`src/rtl/div_seq_ctrl.sv`:
```
// Sequencer between the RV32M execute stage and a 32-bit unsigned restoring divider.
// Resolves special cases in one cycle, sign-corrects divider results and keeps a one-entry result cache.
module div_seq_ctrl #(
    parameter int CACHE_EN = 1
) (
    input  logic        i_clk,
    input  logic        i_rst,
    input  logic        i_flush,
    input  logic        i_req_valid,
    output logic        o_req_ready,
    input  logic [1:0]  i_req_op,
    input  logic [31:0] i_req_a,
    input  logic [31:0] i_req_b,
    output logic        o_rsp_valid,
    input  logic        i_rsp_ready,
    output logic [31:0] o_rsp_data,
    output logic        o_div_start,
    output logic [31:0] o_div_a,
    output logic [31:0] o_div_b,
    input  logic        i_div_busy,
    input  logic [31:0] i_div_q,
    input  logic [31:0] i_div_r
);

    typedef enum logic [2:0] {
        S_IDLE  = 3'd0,
        S_START = 3'd1,
        S_RUN   = 3'd2,
        S_FIX   = 3'd3,
        S_RESP  = 3'd4,
        S_DRAIN = 3'd5
    } state_t;

    state_t      r_state;
    state_t      w_next_state;

    logic        r_op_rem;
    logic        r_sgn;
    logic        r_seen_busy;
    logic [31:0] r_a;
    logic [31:0] r_b;
    logic [31:0] r_div_a;
    logic [31:0] r_div_b;
    logic [31:0] r_q_raw;
    logic [31:0] r_r_raw;
    logic [31:0] r_rsp_data;

    logic        r_cache_valid;
    logic        r_cache_sgn;
    logic [31:0] r_cache_a;
    logic [31:0] r_cache_b;
    logic [31:0] r_cache_q;
    logic [31:0] r_cache_r;

    logic        w_sgn;
    logic        w_a_neg;
    logic        w_b_neg;
    logic [31:0] w_ua;
    logic [31:0] w_ub;
    logic        w_b_zero;
    logic        w_ovf;
    logic        w_small;
    logic        w_hit;
    logic        w_direct;
    logic        w_accept;
    logic [31:0] w_dir_q;
    logic [31:0] w_dir_r;
    logic [31:0] w_dir_data;
    logic        w_div_done;
    logic        w_fix_qneg;
    logic        w_fix_rneg;
    logic [31:0] w_fix_q;
    logic [31:0] w_fix_r;

    // Request decode: magnitudes wrap, so the magnitude of 0x80000000 is itself.
    assign w_sgn    = ~i_req_op[0];
    assign w_a_neg  = w_sgn & i_req_a[31];
    assign w_b_neg  = w_sgn & i_req_b[31];
    assign w_ua     = w_a_neg ? (~i_req_a + 32'd1) : i_req_a;
    assign w_ub     = w_b_neg ? (~i_req_b + 32'd1) : i_req_b;
    assign w_b_zero = (i_req_b == 32'd0);
    assign w_ovf    = w_sgn & (i_req_a == 32'h8000_0000) & (i_req_b == 32'hFFFF_FFFF);
    assign w_small  = (w_ua < w_ub);
    assign w_hit    = (CACHE_EN != 0) & r_cache_valid & (r_cache_a == i_req_a)
                    & (r_cache_b == i_req_b) & (r_cache_sgn == w_sgn);
    assign w_direct = w_b_zero | w_ovf | w_small | w_hit;
    assign w_accept = (r_state == S_IDLE) & i_req_valid & ~i_flush;

    always_comb begin
        w_dir_q = 32'd0;
        w_dir_r = 32'd0;
        if (w_b_zero) begin
            w_dir_q = 32'hFFFF_FFFF;
            w_dir_r = i_req_a;
        end else if (w_ovf) begin
            w_dir_q = 32'h8000_0000;
            w_dir_r = 32'd0;
        end else if (w_small) begin
            w_dir_q = 32'd0;
            w_dir_r = w_a_neg ? (~w_ua + 32'd1) : w_ua;
        end else if (w_hit) begin
            w_dir_q = r_cache_q;
            w_dir_r = r_cache_r;
        end
    end

    assign w_dir_data = i_req_op[1] ? w_dir_r : w_dir_q;

    assign w_div_done = r_seen_busy & ~i_div_busy;
    assign w_fix_qneg = r_sgn & (r_a[31] ^ r_b[31]);
    assign w_fix_rneg = r_sgn & r_a[31];
    assign w_fix_q    = w_fix_qneg ? (~r_q_raw + 32'd1) : r_q_raw;
    assign w_fix_r    = w_fix_rneg ? (~r_r_raw + 32'd1) : r_r_raw;

    always_ff @(posedge i_clk or posedge i_rst) begin
        if (i_rst) begin
            r_state <= S_IDLE;
        end else begin
            r_state <= w_next_state;
        end
    end

    always_comb begin
        w_next_state = r_state;
        o_req_ready  = 1'b0;
        o_rsp_valid  = 1'b0;
        o_div_start  = 1'b0;
        case (r_state)
            S_IDLE: begin
                o_req_ready = 1'b1;
                if (w_accept) begin
                    w_next_state = w_direct ? S_RESP : S_START;
                end
            end
            S_START: begin
                o_div_start  = 1'b1;
                w_next_state = i_flush ? S_DRAIN : S_RUN;
            end
            S_RUN: begin
                if (i_flush) begin
                    w_next_state = S_DRAIN;
                end else if (w_div_done) begin
                    w_next_state = S_FIX;
                end
            end
            S_FIX: begin
                w_next_state = i_flush ? S_IDLE : S_RESP;
            end
            S_RESP: begin
                o_rsp_valid = 1'b1;
                if (i_flush || i_rsp_ready) begin
                    w_next_state = S_IDLE;
                end
            end
            S_DRAIN: begin
                if (w_div_done) begin
                    w_next_state = S_IDLE;
                end
            end
            default: begin
                w_next_state = S_IDLE;
            end
        endcase
    end

    // Divider operands are written only at acceptance, so they stay put through START/RUN/DRAIN.
    always_ff @(posedge i_clk or posedge i_rst) begin
        if (i_rst) begin
            r_op_rem    <= 1'b0;
            r_sgn       <= 1'b0;
            r_seen_busy <= 1'b0;
            r_a         <= 32'd0;
            r_b         <= 32'd0;
            r_div_a     <= 32'd0;
            r_div_b     <= 32'd0;
            r_q_raw     <= 32'd0;
            r_r_raw     <= 32'd0;
            r_rsp_data  <= 32'd0;
        end else begin
            case (r_state)
                S_IDLE: begin
                    if (w_accept) begin
                        r_op_rem <= i_req_op[1];
                        r_sgn    <= w_sgn;
                        r_a      <= i_req_a;
                        r_b      <= i_req_b;
                        if (w_direct) begin
                            r_rsp_data <= w_dir_data;
                        end else begin
                            r_div_a     <= w_ua;
                            r_div_b     <= w_ub;
                            r_seen_busy <= 1'b0;
                        end
                    end
                end
                S_RUN, S_DRAIN: begin
                    if (i_div_busy) begin
                        r_seen_busy <= 1'b1;
                    end
                    if ((r_state == S_RUN) && w_div_done) begin
                        r_q_raw <= i_div_q;
                        r_r_raw <= i_div_r;
                    end
                end
                S_FIX: begin
                    if (!i_flush) begin
                        r_rsp_data <= r_op_rem ? w_fix_r : w_fix_q;
                    end
                end
                default: begin
                end
            endcase
        end
    end

    // The tag ignores op[1] so a DIV and a REM on the same operands share one entry.
    always_ff @(posedge i_clk or posedge i_rst) begin
        if (i_rst) begin
            r_cache_valid <= 1'b0;
            r_cache_sgn   <= 1'b0;
            r_cache_a     <= 32'd0;
            r_cache_b     <= 32'd0;
            r_cache_q     <= 32'd0;
            r_cache_r     <= 32'd0;
        end else if (i_flush) begin
            r_cache_valid <= 1'b0;
        end else if (r_state == S_FIX) begin
            r_cache_valid <= (CACHE_EN != 0);
            r_cache_sgn   <= r_sgn;
            r_cache_a     <= r_a;
            r_cache_b     <= r_b;
            r_cache_q     <= w_fix_q;
            r_cache_r     <= w_fix_r;
        end
    end

    assign o_rsp_data = r_rsp_data;
    assign o_div_a    = r_div_a;
    assign o_div_b    = r_div_b;

endmodule

```
`config.mk`:
```
export PLATFORM = sky130hd
export DESIGN_NAME = div_seq_ctrl
export DESIGN_NICKNAME = d
export VERILOG_FILES = /design/src/rtl/div_seq_ctrl.sv
export SDC_FILE = /design/constraint.sdc
export NUM_CORES = 1
export LEC_CHECK = 0
export CORE_MARGIN = 2
export CORE_UTILIZATION = 42
export CTS_CLUSTER_SIZE = 25
export DETAILED_ROUTE_END_ITERATION = 6
export PLACE_DENSITY = 0.73
export SYNTH_ARGS = -nofsm -noshare
export SYNTH_HDL_FRONTEND = slang
export SYNTH_SLANG_ARGS = --single-unit
```
`constraint.sdc`:
```
create_clock -name i_clk -period 33.4 [get_ports i_clk]
set_input_delay 5.01 -clock i_clk [delete_from_list [all_inputs] [get_ports i_clk]]
set_output_delay 5.01 -clock i_clk [all_outputs]
set_load 0.01 [all_outputs]
```
==> results.md, run 1 <==
- Cell accounting for the most synthesized area: dfrtp_1
- Detailed-route wire length per cell: about 23 um
- Power, Total: ~2 mW
- Pwr dens: about 82 mW/mm^2
- DR iter-0 viols: roughly 1900
- Comb pwr share: a little under two fifths
- Post-DP Area: 0.0231 mm^2
- Internal: approximately 1.2 mW
- Setup repair bufs after CTS: 0
- Pleak: approximately 11 nW
- Sequential Power Share: about two fifths
- Mapped Nets: ~2500
- CP arrival: between 10000 and 15000 ps
- Dominant synthesized flop cell: dfrtp_1
- GRT Max-Usage Layer: met2
- NumNets Final: 2625
- Pins Over Slew Limit: 0
- Pin count of the biggest net entering global routing: about 180
- Clock share of power: 22.9%
- Chip width: 225 um
- Slew headroom: about a quarter
- Area grow syn2layout: 19.7%
- Via count: roughly 18000
- Hold Violations, Final: 0
- Fin Hold WS: between 400 and 500 ps
- Max rail drop VDD: roughly 0.000057 V
- Pre-antenna DRT Iters: 6
- Number of CTS-inserted buffers: 40
- Setup TNS: 0 ps
- Worst slew pin tran: 1130 ps
- Area share of the largest cell type after synthesis: about 44%
- Sw power: 760 uW
- # resized after CTS: 0
- Post-CTS Hold Fix Bufs: 0
- Layout cells sized above 1: 8.67%
- Initial Util: a little over two fifths
- FP Rows: 80
- Grt met1 use: a little under two fifths
- Synth unique cells: 92
- Status: finished clean
- Clk_skew: between 20 and 25 ps
- DRC viols: 0
- Synth warn: 0
- Post-synthesis sequential area ratio: approximately 44%
- Commonest non-fill, non-tap cell in the layout: nand2_1
- Dpl hpwl: between 50000 and 60000 um
- Htree depth: 2
- Unrepaired setup endpoints after global routing: false
- Fmax: 83.5 MHz
- CTS tree: done
- Met3 Usage GRT: about 5.3%
- Post-synth EDFFs: 0
- Mean Syn Cell Area: roughly 9 um^2
- Clock root cell: clkbuf_16
- Die height: between 200 and 250 um
- Clk buf depth: 3
- RD Place Congestion: 0.973
- Antenna violations before repair: 5
- Critical path class: input pin to flop
- Die Footprint: ~0.050 mm^2
- Hold crit path type: flop to flop
- Clk_lat worst skew: 590 ps
- Worst EP required: approximately 34000 ps
- Total Wirelength: approximately 70000 um
- IO buf count: between 200 and 250
- Total of max-cap violations: 0
- First-pass GRT wire length: between 100000 and 150000 um
- Critical path peak fanout: 75
- Core Box Area: approximately 0.048 mm^2
- Clk pin slew, worst setup/hold paths: 60 ps
- Final setup fails: 0
- CTS Sinks: 360
- Minimum clock period: between 10000 and 15000 ps
- Final instance area: between 0.02 and 0.025 mm^2
- Mapped Cells: 2320
- Met2 GRT Util: 43.5%
- Crit share post-route: between 30% and 40%
- Worst Setup End Kind: flop
- GRT Residual Overflow: 0
- #FFs+latches synth: 360
- Net Sw Frac: around 38%
- IO Pins: roughly 240
- Synth area leaders: dfrtp_1, nand2_1, xnor2_1, mux2_2, a21oi_1
- Vias in the first global route: about 18000
- Via density: ~5.9
- Setup crit start kind: input pin
- Asr flop ratio synth: between 90% and 100%
- DRT antenna net count: 0
- Post-Syn Area: just over 0.02 mm^2
- Commonest non-fill, non-tap cells in the layout: nand2_1, dfrtp_1, clkdlybuf4s50_1
- All-Layer GR Usage: 28.0%
[cell families after synthesis]
group,synth area share (%)
AOI/OAI and AO/OA,15.8
xor gates and xnor gates,8.17
and+or+nand+nor,20.9
muxes,4.47
DFF,44.0
buffers and inverters,4.56
adders and majority gates,2.14
[Yosys cell counts (all sizes together), types with 7 or more instances]
master and instances:
a2111oi 20, a211oi 9, a21o 8, a21oi 164
a221o 22, a221oi 7, a31oi 19, a41oi 7
and2 25, and3 8, and4 8, buf 48
clkbuf 120, dfrtp 360, ha 35, inv 61
mux2 74, mux2i 8, nand2 527, nand2b 17
nand3 19, nand4 46, nor2 153, nor2b 22
nor3 44, nor4 25, o2111ai 7, o21ai 119
o31ai 43, o41ai 14, or3 11, or4 13
xnor2 137, xor2 52
[worst paths after layout]
kind | start | endpoint | slack (ps) | depth (start not counted)
setup / recovery | i_req_a[1] | o_div_a[0] | 21430 | 18
hold / removal | r_a[26] | r_cache_a[26] | 460 | 2
setup reg to reg | r_cache_a[30] | o_rsp_data[10] | 29270 | 11
hold reg to reg | r_a[26] | r_cache_a[26] | 460 | 2
max in group asynchronous | i_rst | o_div_a[16] | 26910 | 3
min in group asynchronous | i_rst | r_r_raw[20] | 4960 | 2
[cell type report]
type	instances	area (um^2)
fill	4390	23500
multi-input combinational	1730	10600
sequential	360	9010
timing repair buffer	260	2550
clock buffer	55	1140
tap	615	769
inverter	62	240
clock inverter	13	205
antenna	4	10.0
[sequential cells by signal, summed over array words and instances (netlist names), 3 cells and up]
signal and count:
r_b 32, r_cache_r 32, o_rsp_data 32, r_r_raw 32, r_cache_q 32, r_q_raw 32
r_state 3, r_cache_a 32, o_div_b 32, o_div_a 32, r_cache_b 32, r_a 32
[metrics by stage]
step	utilization (%)	setup slack (ps)	instances
after floorplan	-	18400	2320
after global placement	48.2	21270	3027
after detailed placement	48.2	20930	3027
after CTS	51.0	21520	3095
after global routing	51.1	20780	3097
final	51.1	21430	3099
[critical path, stage by stage]
cell	delay (ps)
clkdlybuf4s50_1	710
inv_1	220
ha_1	330
nor2b_1	590
nand4_1	400
o41ai_1	500
xor2_1	390
inv_1	140
ha_1	300
nand4_1	130
nor4b_1	610
o2111ai_1	200
a21oi_1	190
o22ai_1	280
a211o_4	490
nor2_4	720
buf_4	730
mux2_2	410
[routing by layer]
metal	vias up	share of wire, %
met5	-	0.016
met4	2	5.4
met2	893	45
met1	8927	42
li1	8287	-
met3	203	8.0
[power groups by stage]
stage          Sequential, mW  Combinational (mW)  Clock, mW
4_1_cts                 0.799               0.743      0.465
2_1_floorplan           0.778               0.435          0
3_5_place_dp            0.805               0.737          0
3_3_place_gp            0.797               0.717          0
5_1_grt                 0.827               0.816      0.483
6_report                0.803               0.743      0.459
Power figures use the tool's default switching activity.
==> run 2: changes to the inputs <==
- PLACE_DENSITY: 0.73 -> 0.75
- clock period: 33.4 -> 10.7 ns (I/O delays scaled with it)
==> run 2 against run 1 <==
Compared with the run above: core utilization up 0.16 points; hold slack worse by 9.1 ps; register-to-register slack got worse by 23000 ps; non-clock buffer count is 7 higher; global-route usage decreased by 0.39 points; sequential cell count did not move; wire length fell by 0.68%; final area grew 0.31%; setup slack worse by 19000 ps; die area did not move; total power grew to 3.1 times the previous value; combinational power grew to 3.1 times the previous value; critical path type unchanged; largest power group unchanged.
==> results.md, run 2 (synthesis results as in run 1) <==
- # resized after CTS: 0
- CP arrival: between 8000 and 9000 ps
- Post-DP Area: approximately 0.023 mm^2
- Htree depth: 2
- Routed met1 length: approximately 29000 um
- Number of CTS-inserted buffers: 41
- Post-CTS Hold Fix Bufs: 0
- Crit path max-delay family: simple AND/OR/NAND/NOR gates
- Core Box Area: about 0.048 mm^2
- Chip width: around 220 um
- Commonest non-fill, non-tap cells in the layout: nand2_1, dfrtp_1, clkdlybuf4s50_1
- Met2 Routed Length: 31800 um
- Pwr dens: 255 mW/mm^2
- Slew headroom: between 20 and 30%
- Max rail drop VDD: approximately 0.00023 V
- Layout cells sized above 1: a little under a tenth
- Detailed-route wire length per cell: 22.6 um
- Commonest non-fill, non-tap cell in the layout: nand2_1
- Worst EP required: between 10000 and 15000 ps
- Setup TNS: 0 ps
- All-Layer GR Usage: between 20% and 30%
- Total of max-cap violations: 0
- Hold Violations, Final: 0
- DR iter-0 viols: around 2100
- NumNets Final: ~2600
- Unrepaired setup endpoints after global routing: false
- Final setup fails: 0
- Minimum clock period: about 8000 ps
- Cell chain of the critical path: clkdlybuf4s50_1 -> inv_1 -> ha_1 -> nor2b_1 -> nand4_1 -> o41ai_1 -> xor2_1 -> inv_1 -> ha_1 -> nand4_1 -> nor4b_1 -> o2111ai_1 -> a21oi_1 -> o22ai_1 -> a211o_4 -> nor2_4 -> buf_4 -> mux2_2
- Die Footprint: 0.0505 mm^2
- Crit share post-route: approximately three quarters
- Critical path class: input pin to flop
- IO Pins: 235
- Met3 wire length: 6060 um
- Slowest cell on crit path: nor2_4
- Pre-antenna DRT Iters: 6
- Fin Hold WS: 455 ps
- DRT antenna net count: 0
- Pin count of the biggest net entering global routing: about 170
- Critical path peak fanout: 39
- Worst Path Buf+Inv: 4
- Via density: around 5.9
- Final instance area: ~0.025 mm^2
- Vias in the first global route: about 18000
- Pleak: 10.6 nW
- Clk_skew: between 20 and 25 ps
- Highest metal used: met5
- IO buf count: approximately 230
- Area of the multi-input gates: about 0.011 mm^2
- Initial Util: roughly 43%
- First-pass GRT wire length: 106000 um
- Fmax: ~120 MHz
- Filler Cells Inserted: between 4000 and 5000
- Clk pin slew, worst setup/hold paths: roughly 60 ps
- Setup crit start kind: input pin
- Status: finished clean
- Clock root cell: clkbuf_16
- FP Rows: 80
- DRC viols: 0
- Area grow syn2layout: 20.1%
- Clk buf depth: 3
- Crit path largest cell delay: 710 ps
- Worst Setup End Kind: flop
- Total Wirelength: around 70000 um
- CTS tree: done
- RD Place Congestion: approximately 0.94
- Pins Over Slew Limit: 0
- Hold crit path type: flop to flop
- Register Area: 0.00901 mm^2
- Setup repair bufs after CTS: 0
- Antenna violations before repair: 7
- Worst slew pin tran: 1090 ps
- Die height: roughly 220 um
- CTS Sinks: 360
- Via count: 18300
- GRT Residual Overflow: 0
- Layout Utilization: between 50% and 60%
- Dpl hpwl: roughly 51000 um
- Clk_lat worst skew: ~580 ps
## run 2: cell types whose count changed in the layout (fill, tap and decap cells not counted), moves of 2 or more
cell,before,now
clkinv_2,6,9
clkbuf_8,6,8
bufinv_16,4,2
clkinvlp_4,0,4
buf_4,25,32
## run 2: tightest hold or removal path, cell delays in order, from the launching register on
cell	delay [ps]
dfrtp_1	340
nand2_1	50
nand2_1	50
## run 2: through the flow
| step | total power, mW | cells | setup WS (ps) |
|---|---|---|---|
| 2_1_floorplan | 3.79 | 2320 | 4270 |
| 3_3_place_gp | 4.71 | 3034 | 2450 |
| 3_5_place_dp | 4.80 | 3034 | 2210 |
| 4_1_cts | 6.26 | 3110 | 2790 |
| 5_1_grt | 6.62 | 3113 | 2010 |
| 6_report | 6.26 | 3115 | 2640 |
## run 2: routing by layer
layer / up-vias / GRT usage, %
met1: 8814 / 37.2
met2: 972 / 43.3
met5: - / 0
met3: 171 / 4.69
met4: 4 / 13.1
li1: 8313 / -
## run 2: worst paths after layout
path                       slack [ps]    startpoint        endpoint  depth (start not counted)
setup / recovery                 2640    i_req_a[0]      o_div_b[0]                         18
hold / removal                    460       r_a[15]   r_cache_a[15]                          2
setup reg to reg                 6690  r_cache_a[4]  o_rsp_data[13]                         11
hold reg to reg                   460       r_a[15]   r_cache_a[15]                          2
max in group asynchronous        6750         i_rst      o_div_b[6]                          5
min in group asynchronous        1620         i_rst         r_a[24]                          3
## run 2: power by group
group | switching [mW] | internal, mW | total (mW)
combinational | 1.27 | 1.06 | 2.33
clock | 0.595 | 0.832 | 1.43
sequential | 0.518 | 1.99 | 2.51
## run 2: layout make-up
| type | count | share of cell area (%) |
|---|---|---|
| flip-flops and latches | 360 | 36.7 |
| repair buffers | 267 | 10.6 |
| clock inverters | 17 | 0.703 |
| diodes | 5 | 0.0509 |
| inverters | 62 | 0.963 |
| multi-input cells | 1730 | 43.0 |
| well taps | 615 | 3.13 |
| clock buffers | 59 | 4.87 |
